**src/rtl/code_seq_pkg.sv**
```systemverilog
// Shared types and constants for the code sequence sender.
package code_seq_pkg;

  localparam int unsigned NUM_W   = 3;
  localparam int unsigned STATE_W = 3;
  localparam int unsigned TIMER_W = 4;
  localparam int unsigned ATT_W   = 3;

  localparam logic [NUM_W-1:0] DEF_CODE0    = 3'b001;
  localparam logic [NUM_W-1:0] DEF_CODE1    = 3'b011;
  localparam logic [NUM_W-1:0] DEF_CODE2    = 3'b101;
  localparam logic [NUM_W-1:0] DEF_IDLE_VAL = 3'b000;

  localparam int unsigned DEF_TIMEOUT   = 4;
  localparam int unsigned DEF_MAX_RETRY = 2;

  localparam logic [ATT_W-1:0] ATT_MAX = 3'd7;

  typedef enum logic [STATE_W-1:0] {
    ST_IDLE  = 3'd0,
    ST_SEND0 = 3'd1,
    ST_SEND1 = 3'd2,
    ST_SEND2 = 3'd3,
    ST_WAIT  = 3'd4,
    ST_GAP   = 3'd5
  } state_t;

  // Saturating attempt increment.
  function automatic logic [ATT_W-1:0] att_inc(input logic [ATT_W-1:0] a);
    return (a == ATT_MAX) ? a : a + ATT_W'(1);
  endfunction

endpackage

```
**src/rtl/seq_wait_timer.sv**
```systemverilog
// Loadable down-counter used to bound the wait for the lock's unlocked flag.
module seq_wait_timer
  import code_seq_pkg::*;
#(
  parameter int unsigned W = TIMER_W
) (
  input  logic         clk,
  input  logic         reset,
  input  logic         clear,
  input  logic         load,
  input  logic [W-1:0] load_val,
  input  logic         enable,
  output logic         expired_c
);

  logic [W-1:0] count;

  // Clear beats load beats decrement; the count parks at zero.
  always_ff @(posedge clk or posedge reset) begin
    if (reset) begin
      count <= '0;
    end else if (clear) begin
      count <= '0;
    end else if (load) begin
      count <= load_val;
    end else if (enable && (count != '0)) begin
      count <= count - W'(1);
    end
  end

  // Final wait cycle is the one in which the count reads zero.
  assign expired_c = (count == '0);

endmodule

```
**src/rtl/code_sequence_sender.sv**
```systemverilog
// Drives the 3-digit unlock code onto the lock's number bus, then waits for
// the unlocked flag, retrying a bounded number of times before reporting fail.
module code_sequence_sender
  import code_seq_pkg::*;
#(
  parameter int unsigned      WIDTH     = NUM_W,
  parameter logic [WIDTH-1:0] CODE0     = WIDTH'(DEF_CODE0),
  parameter logic [WIDTH-1:0] CODE1     = WIDTH'(DEF_CODE1),
  parameter logic [WIDTH-1:0] CODE2     = WIDTH'(DEF_CODE2),
  parameter logic [WIDTH-1:0] IDLE_VAL  = WIDTH'(DEF_IDLE_VAL),
  parameter int unsigned      TIMEOUT   = DEF_TIMEOUT,
  parameter int unsigned      MAX_RETRY = DEF_MAX_RETRY
) (
  input  logic             clk,
  input  logic             reset,
  input  logic             start,
  input  logic             abort,
  input  logic             unlocked_in,
  output logic [WIDTH-1:0] number,
  output logic             busy,
  output logic             done,
  output logic             fail,
  output logic [ATT_W-1:0] attempts
);

  // WAIT lasts exactly TIMEOUT cycles: loaded with TIMEOUT-1, expires at zero.
  localparam logic [TIMER_W-1:0] WAIT_LOAD  = TIMER_W'(TIMEOUT - 1);
  localparam logic [ATT_W-1:0]   RETRY_LIM  = ATT_W'(MAX_RETRY);

  state_t           state;
  state_t           state_nx;
  logic [WIDTH-1:0] number_nx;
  logic             busy_nx;
  logic             done_nx;
  logic             fail_nx;
  logic [ATT_W-1:0] attempts_nx;

  logic tmr_clear;
  logic tmr_load;
  logic tmr_en;
  logic tmr_expired;

  seq_wait_timer #(
    .W (TIMER_W)
  ) u_wait_timer (
    .clk       (clk),
    .reset     (reset),
    .clear     (tmr_clear),
    .load      (tmr_load),
    .load_val  (WAIT_LOAD),
    .enable    (tmr_en),
    .expired_c (tmr_expired)
  );

  // State and all outputs registered together.
  always_ff @(posedge clk or posedge reset) begin
    if (reset) begin
      state    <= ST_IDLE;
      number   <= IDLE_VAL;
      busy     <= 1'b0;
      done     <= 1'b0;
      fail     <= 1'b0;
      attempts <= '0;
    end else begin
      state    <= state_nx;
      number   <= number_nx;
      busy     <= busy_nx;
      done     <= done_nx;
      fail     <= fail_nx;
      attempts <= attempts_nx;
    end
  end

  // Next state, next outputs and timer control.
  always_comb begin
    state_nx    = state;
    done_nx     = 1'b0;
    fail_nx     = 1'b0;
    attempts_nx = attempts;
    tmr_load    = 1'b0;
    tmr_en      = 1'b0;
    tmr_clear   = 1'b0;
    number_nx   = IDLE_VAL;
    busy_nx     = 1'b0;

    case (state)
      ST_IDLE: begin
        if (start) begin
          if (unlocked_in) begin
            done_nx     = 1'b1;
            attempts_nx = '0;
          end else begin
            state_nx    = ST_SEND0;
            attempts_nx = ATT_W'(1);
          end
        end
      end
      ST_SEND0: state_nx = ST_SEND1;
      ST_SEND1: state_nx = ST_SEND2;
      ST_SEND2: begin
        state_nx = ST_WAIT;
        tmr_load = 1'b1;
      end
      ST_WAIT: begin
        tmr_en = 1'b1;
        if (unlocked_in) begin
          state_nx = ST_IDLE;
          done_nx  = 1'b1;
        end else if (tmr_expired) begin
          if (attempts <= RETRY_LIM) begin
            state_nx = ST_GAP;
          end else begin
            state_nx = ST_IDLE;
            fail_nx  = 1'b1;
          end
        end
      end
      ST_GAP: begin
        state_nx    = ST_SEND0;
        attempts_nx = att_inc(attempts);
      end
      default: state_nx = ST_IDLE;
    endcase

    // Abort overrides everything, including a same-cycle unlock.
    if (abort && (state != ST_IDLE)) begin
      state_nx    = ST_IDLE;
      done_nx     = 1'b0;
      fail_nx     = 1'b1;
      attempts_nx = attempts;
      tmr_load    = 1'b0;
    end

    if ((state == ST_WAIT) && (state_nx != ST_WAIT)) begin
      tmr_clear = 1'b1;
    end

    case (state_nx)
      ST_SEND0: number_nx = CODE0;
      ST_SEND1: number_nx = CODE1;
      ST_SEND2: number_nx = CODE2;
      default:  number_nx = IDLE_VAL;
    endcase

    busy_nx = (state_nx != ST_IDLE);
  end

endmodule

```
**config.mk**
```make
export PLATFORM = sky130hd
export DESIGN_NAME = code_sequence_sender
export DESIGN_NICKNAME = d
export VERILOG_FILES = /design/src/rtl/code_seq_pkg.sv /design/src/rtl/seq_wait_timer.sv /design/src/rtl/code_sequence_sender.sv
export SDC_FILE = /design/constraint.sdc
export NUM_CORES = 1
export LEC_CHECK = 0
export ABC_AREA = 1
export CAP_MARGIN = 15
export CORE_ASPECT_RATIO = 1.1
export CORE_MARGIN = 5
export CORE_UTILIZATION = 40
export DETAILED_ROUTE_END_ITERATION = 8
export GPL_TIMING_DRIVEN = 1
export HOLD_SLACK_MARGIN = 0.06
export PLACE_DENSITY_LB_ADDON = 0.12
export SLEW_MARGIN = 10
export SYNTH_ARGS = -nofsm -noshare
export SYNTH_HDL_FRONTEND = slang
export SYNTH_SLANG_ARGS = --single-unit
export TNS_END_PERCENT = 30
```
**constraint.sdc**
```tcl
create_clock -name clk -period 1.9 [get_ports clk]
set_clock_uncertainty 0.15 [all_clocks]
set_input_delay 0.38 -clock clk [delete_from_list [all_inputs] [get_ports clk]]
set_output_delay 0.38 -clock clk [all_outputs]
set_load 0.05 [all_outputs]
```
==> flow_summary.json <==
{
  "yosys_warnings": 0,
  "die_h_um": 59.25,
  "syn_nets": 109,
  "fin_nets": 135,
  "cpMostUsedCell": "nand2_2",
  "clk_pin_slew_ns": 0.09,
  "outcome": "complete, no violations",
  "via_per_inst": 4.678,
  "finalSetupViolCount": 0,
  "antenna_cells": 0,
  "wl_per_cell_um": 11.45,
  "hold_violations": 0,
  "chipWidth_um": 54.78,
  "synth_edf_count": 0,
  "period_share_pct": 89.58,
  "ctsResizeCount": 0,
  "drtIter0Drc": 4,
  "vias": 711,
  "grt_max_degree": 17,
  "rsz0062_at_grt": "no",
  "critPathLaunchType": "flop",
  "rows": 17,
  "worstPathRequired_ns": 1.93,
  "postCtsSetupRepairBufs": 0,
  "p_leak_nw": 0.5965,
  "final_common_cell": "buf_4",
  "floorplan.die_area_mm2": 0.003245,
  "dr.pass1.iters": 2,
  "clock-root-buffer": "clkbuf_4",
  "overflow": 0,
  "yosysSeqAreaShare_pct": 45.39,
  "max_stage_delay_ns": 0.40,
  "worst_pin_slew_ns": 0.2401,
  "pre_cts_ws_ns": -0.03238,
  "powerDensity_mw_per_mm2": 1398,
  "grt_pass1_vias": 705,
  "critPathMaxFanout": 3,
  "tns_ns": 0,
  "worst_slack_ns": 0.1981,
  "synthFlopType": "dfrtp_1",
  "drive_gt1_share_pct": 34.68,
  "final_cell_mix": "buf_4 (17), dfrtp_1 (16), inv_1 (15), nand2_1 (10), nor2_1 (10)",
  "synth-async-reset-ratio_pct": 100.0,
  "coreArea_mm2": 0.002063,
  "clk_latency_ns": 0.28,
  "track_usage_pct": 13.00,
  "hold_class": "input port to async pin",
  "hold_buffers": 0,
  "synth.avg_cell_area_um2": 8.910,
  "clock-sinks": 16,
  "ys_ff_latch": 16,
  "end_kind": "flop",
  "htreeDepth": 1,
  "vdd_drop_max_mv": 0.9184,
  "finalWirelength_um": 1741,
  "maxCapViolCount": 0,
  "slew_headroom_pct": 83.94,
  "hpwl_um": 1373,
  "synth.cell_area_um2": 882.1,
  "post-route-drc-count": 0,
  "gp_congestion": 0.7944,
  "crit_chain": "inv_1 -> ha_1 -> nor3b_4 -> nand2_1 -> nand3_2 -> nand2_2 -> nand3_2 -> nand2_2 -> nand2_2 -> nor2_1",
  "worstSetupPathType": "flop to flop",
  "tritoncts": "built",
  "antenna_found_initial": 0,
  "syn2layout_area_growth_pct": 27.80,
  "ant_nets": 0,
  "ys_types": 22,
  "grt_pass1_wl_um": 3036,
  "clk_path_buf_depth": 2,
  "start_util_pct": 42.75,
  "cts_inserted_buffers": 3,
  "port_buffers": 13,
  "period_minus_slack_ns": 1.702,
  "crit_slowest_cell": "dfrtp_1",
  "io_pins": 14,
  "synthCells": 99,
  "drv_slew": 0,
  "cp.arrival_ns": 1.73,
  "fmax_mhz": 587.6
}
cell usage after synthesis (2+ instances only):
| master | count | area share (%) |
|---|---|---|
| nand3_1 | 3 | 1.7 |
| a21oi_1 | 3 | 1.7 |
| o21ai_1 | 2 | 1.1 |
| nand4_1 | 4 | 2.8 |
| ha_1 | 5 | 7.1 |
| dfrtp_1 | 16 | 45 |
| inv_2 | 2 | 0.85 |
| o21ai_0 | 4 | 2.3 |
| inv_1 | 15 | 6.4 |
| xor2_1 | 2 | 2.0 |
| nor2_2 | 6 | 4.3 |
| nand2_1 | 10 | 4.3 |
| nor2_1 | 10 | 4.3 |
| nand2_2 | 8 | 5.7 |
| nand3_2 | 2 | 2.3 |
through the flow:
| step | total power [mW] | hold WS [ns] | cells | utilization, % | instance area, um2 |
|---|---|---|---|---|---|
| global placement | 1.342 | 0.3988 | 148 | 52.58 | 1085 |
| floorplan | 1.100 | 0.1437 | 99 | - | 882.1 |
| detailed placement | 1.349 | 0.4113 | 148 | 52.58 | 1085 |
| finish | 1.576 | 0.2391 | 152 | 54.64 | 1127 |
| global route | 1.692 | 0.2634 | 152 | 54.64 | 1127 |
| CTS | 1.579 | 0.2429 | 152 | 54.34 | 1121 |
report_power, final:
group          leakage, nW  switching, mW  internal, mW
clock               0.0210          0.107         0.117
sequential           0.207         0.0963         0.455
combinational        0.368          0.506         0.294
area by class of cell:
| cell class | instances | area, um2 |
|---|---|---|
| clock buffers | 4 | 36.28 |
| fillers | 188 | 935.9 |
| inverters | 17 | 63.81 |
| multi-input cells | 66 | 424.2 |
| flip-flops and latches | 16 | 400.4 |
| well taps | 28 | 35.03 |
| repair buffers | 21 | 167.7 |
worst paths after layout:
check	slack (ns)	start	cells past startpoint	to
worst max register to register	0.20	u_wait_timer.count[0]	10	u_wait_timer.count[2]
min in group clk	0.43	u_wait_timer.count[0]	2	u_wait_timer.count[0]
worst min-delay path	0.24	reset	3	u_wait_timer.count[1]
worst min register to register	0.43	u_wait_timer.count[0]	2	u_wait_timer.count[0]
max in group asynchronous	1.18	reset	3	u_wait_timer.count[0]
worst max-delay path	0.20	u_wait_timer.count[0]	10	u_wait_timer.count[2]
logic make-up (layout without fill, tap and decap cells):
family	after synthesis	in the layout	share of synthesized area (%)
AO/OA/AOI/OAI	13	13	9.078
flip-flops	16	16	45.39
buffers and inverters	17	42	7.234
adder cells (fa/ha/maj)	5	5	7.092
XOR/XNOR	2	2	1.986
AND/OR/NAND/NOR	46	46	29.22
layer usage:
metal	track usage, %	up-vias	routed length, um
li1	-	367	-
met1	16.30	328	786
met2	19.93	12	833
met3	3.778	4	94
met4	6.406	0	27
met5	0	-	0
registers in the layout, indices dropped and copies added (netlist names):
signal,flops
u_wait_timer.count,4
attempts,3
number,3
state,3
busy,1
done,1
fail,1
worst max-delay path: cells and delay by family (launching register included):
kind	cells	cell delay [ns]
and+or+nand+nor	8	0.77
DFF	1	0.40
adders and majority gates	1	0.15
buffers and inverters	1	0.11
(Power assumes the default switching activity.)
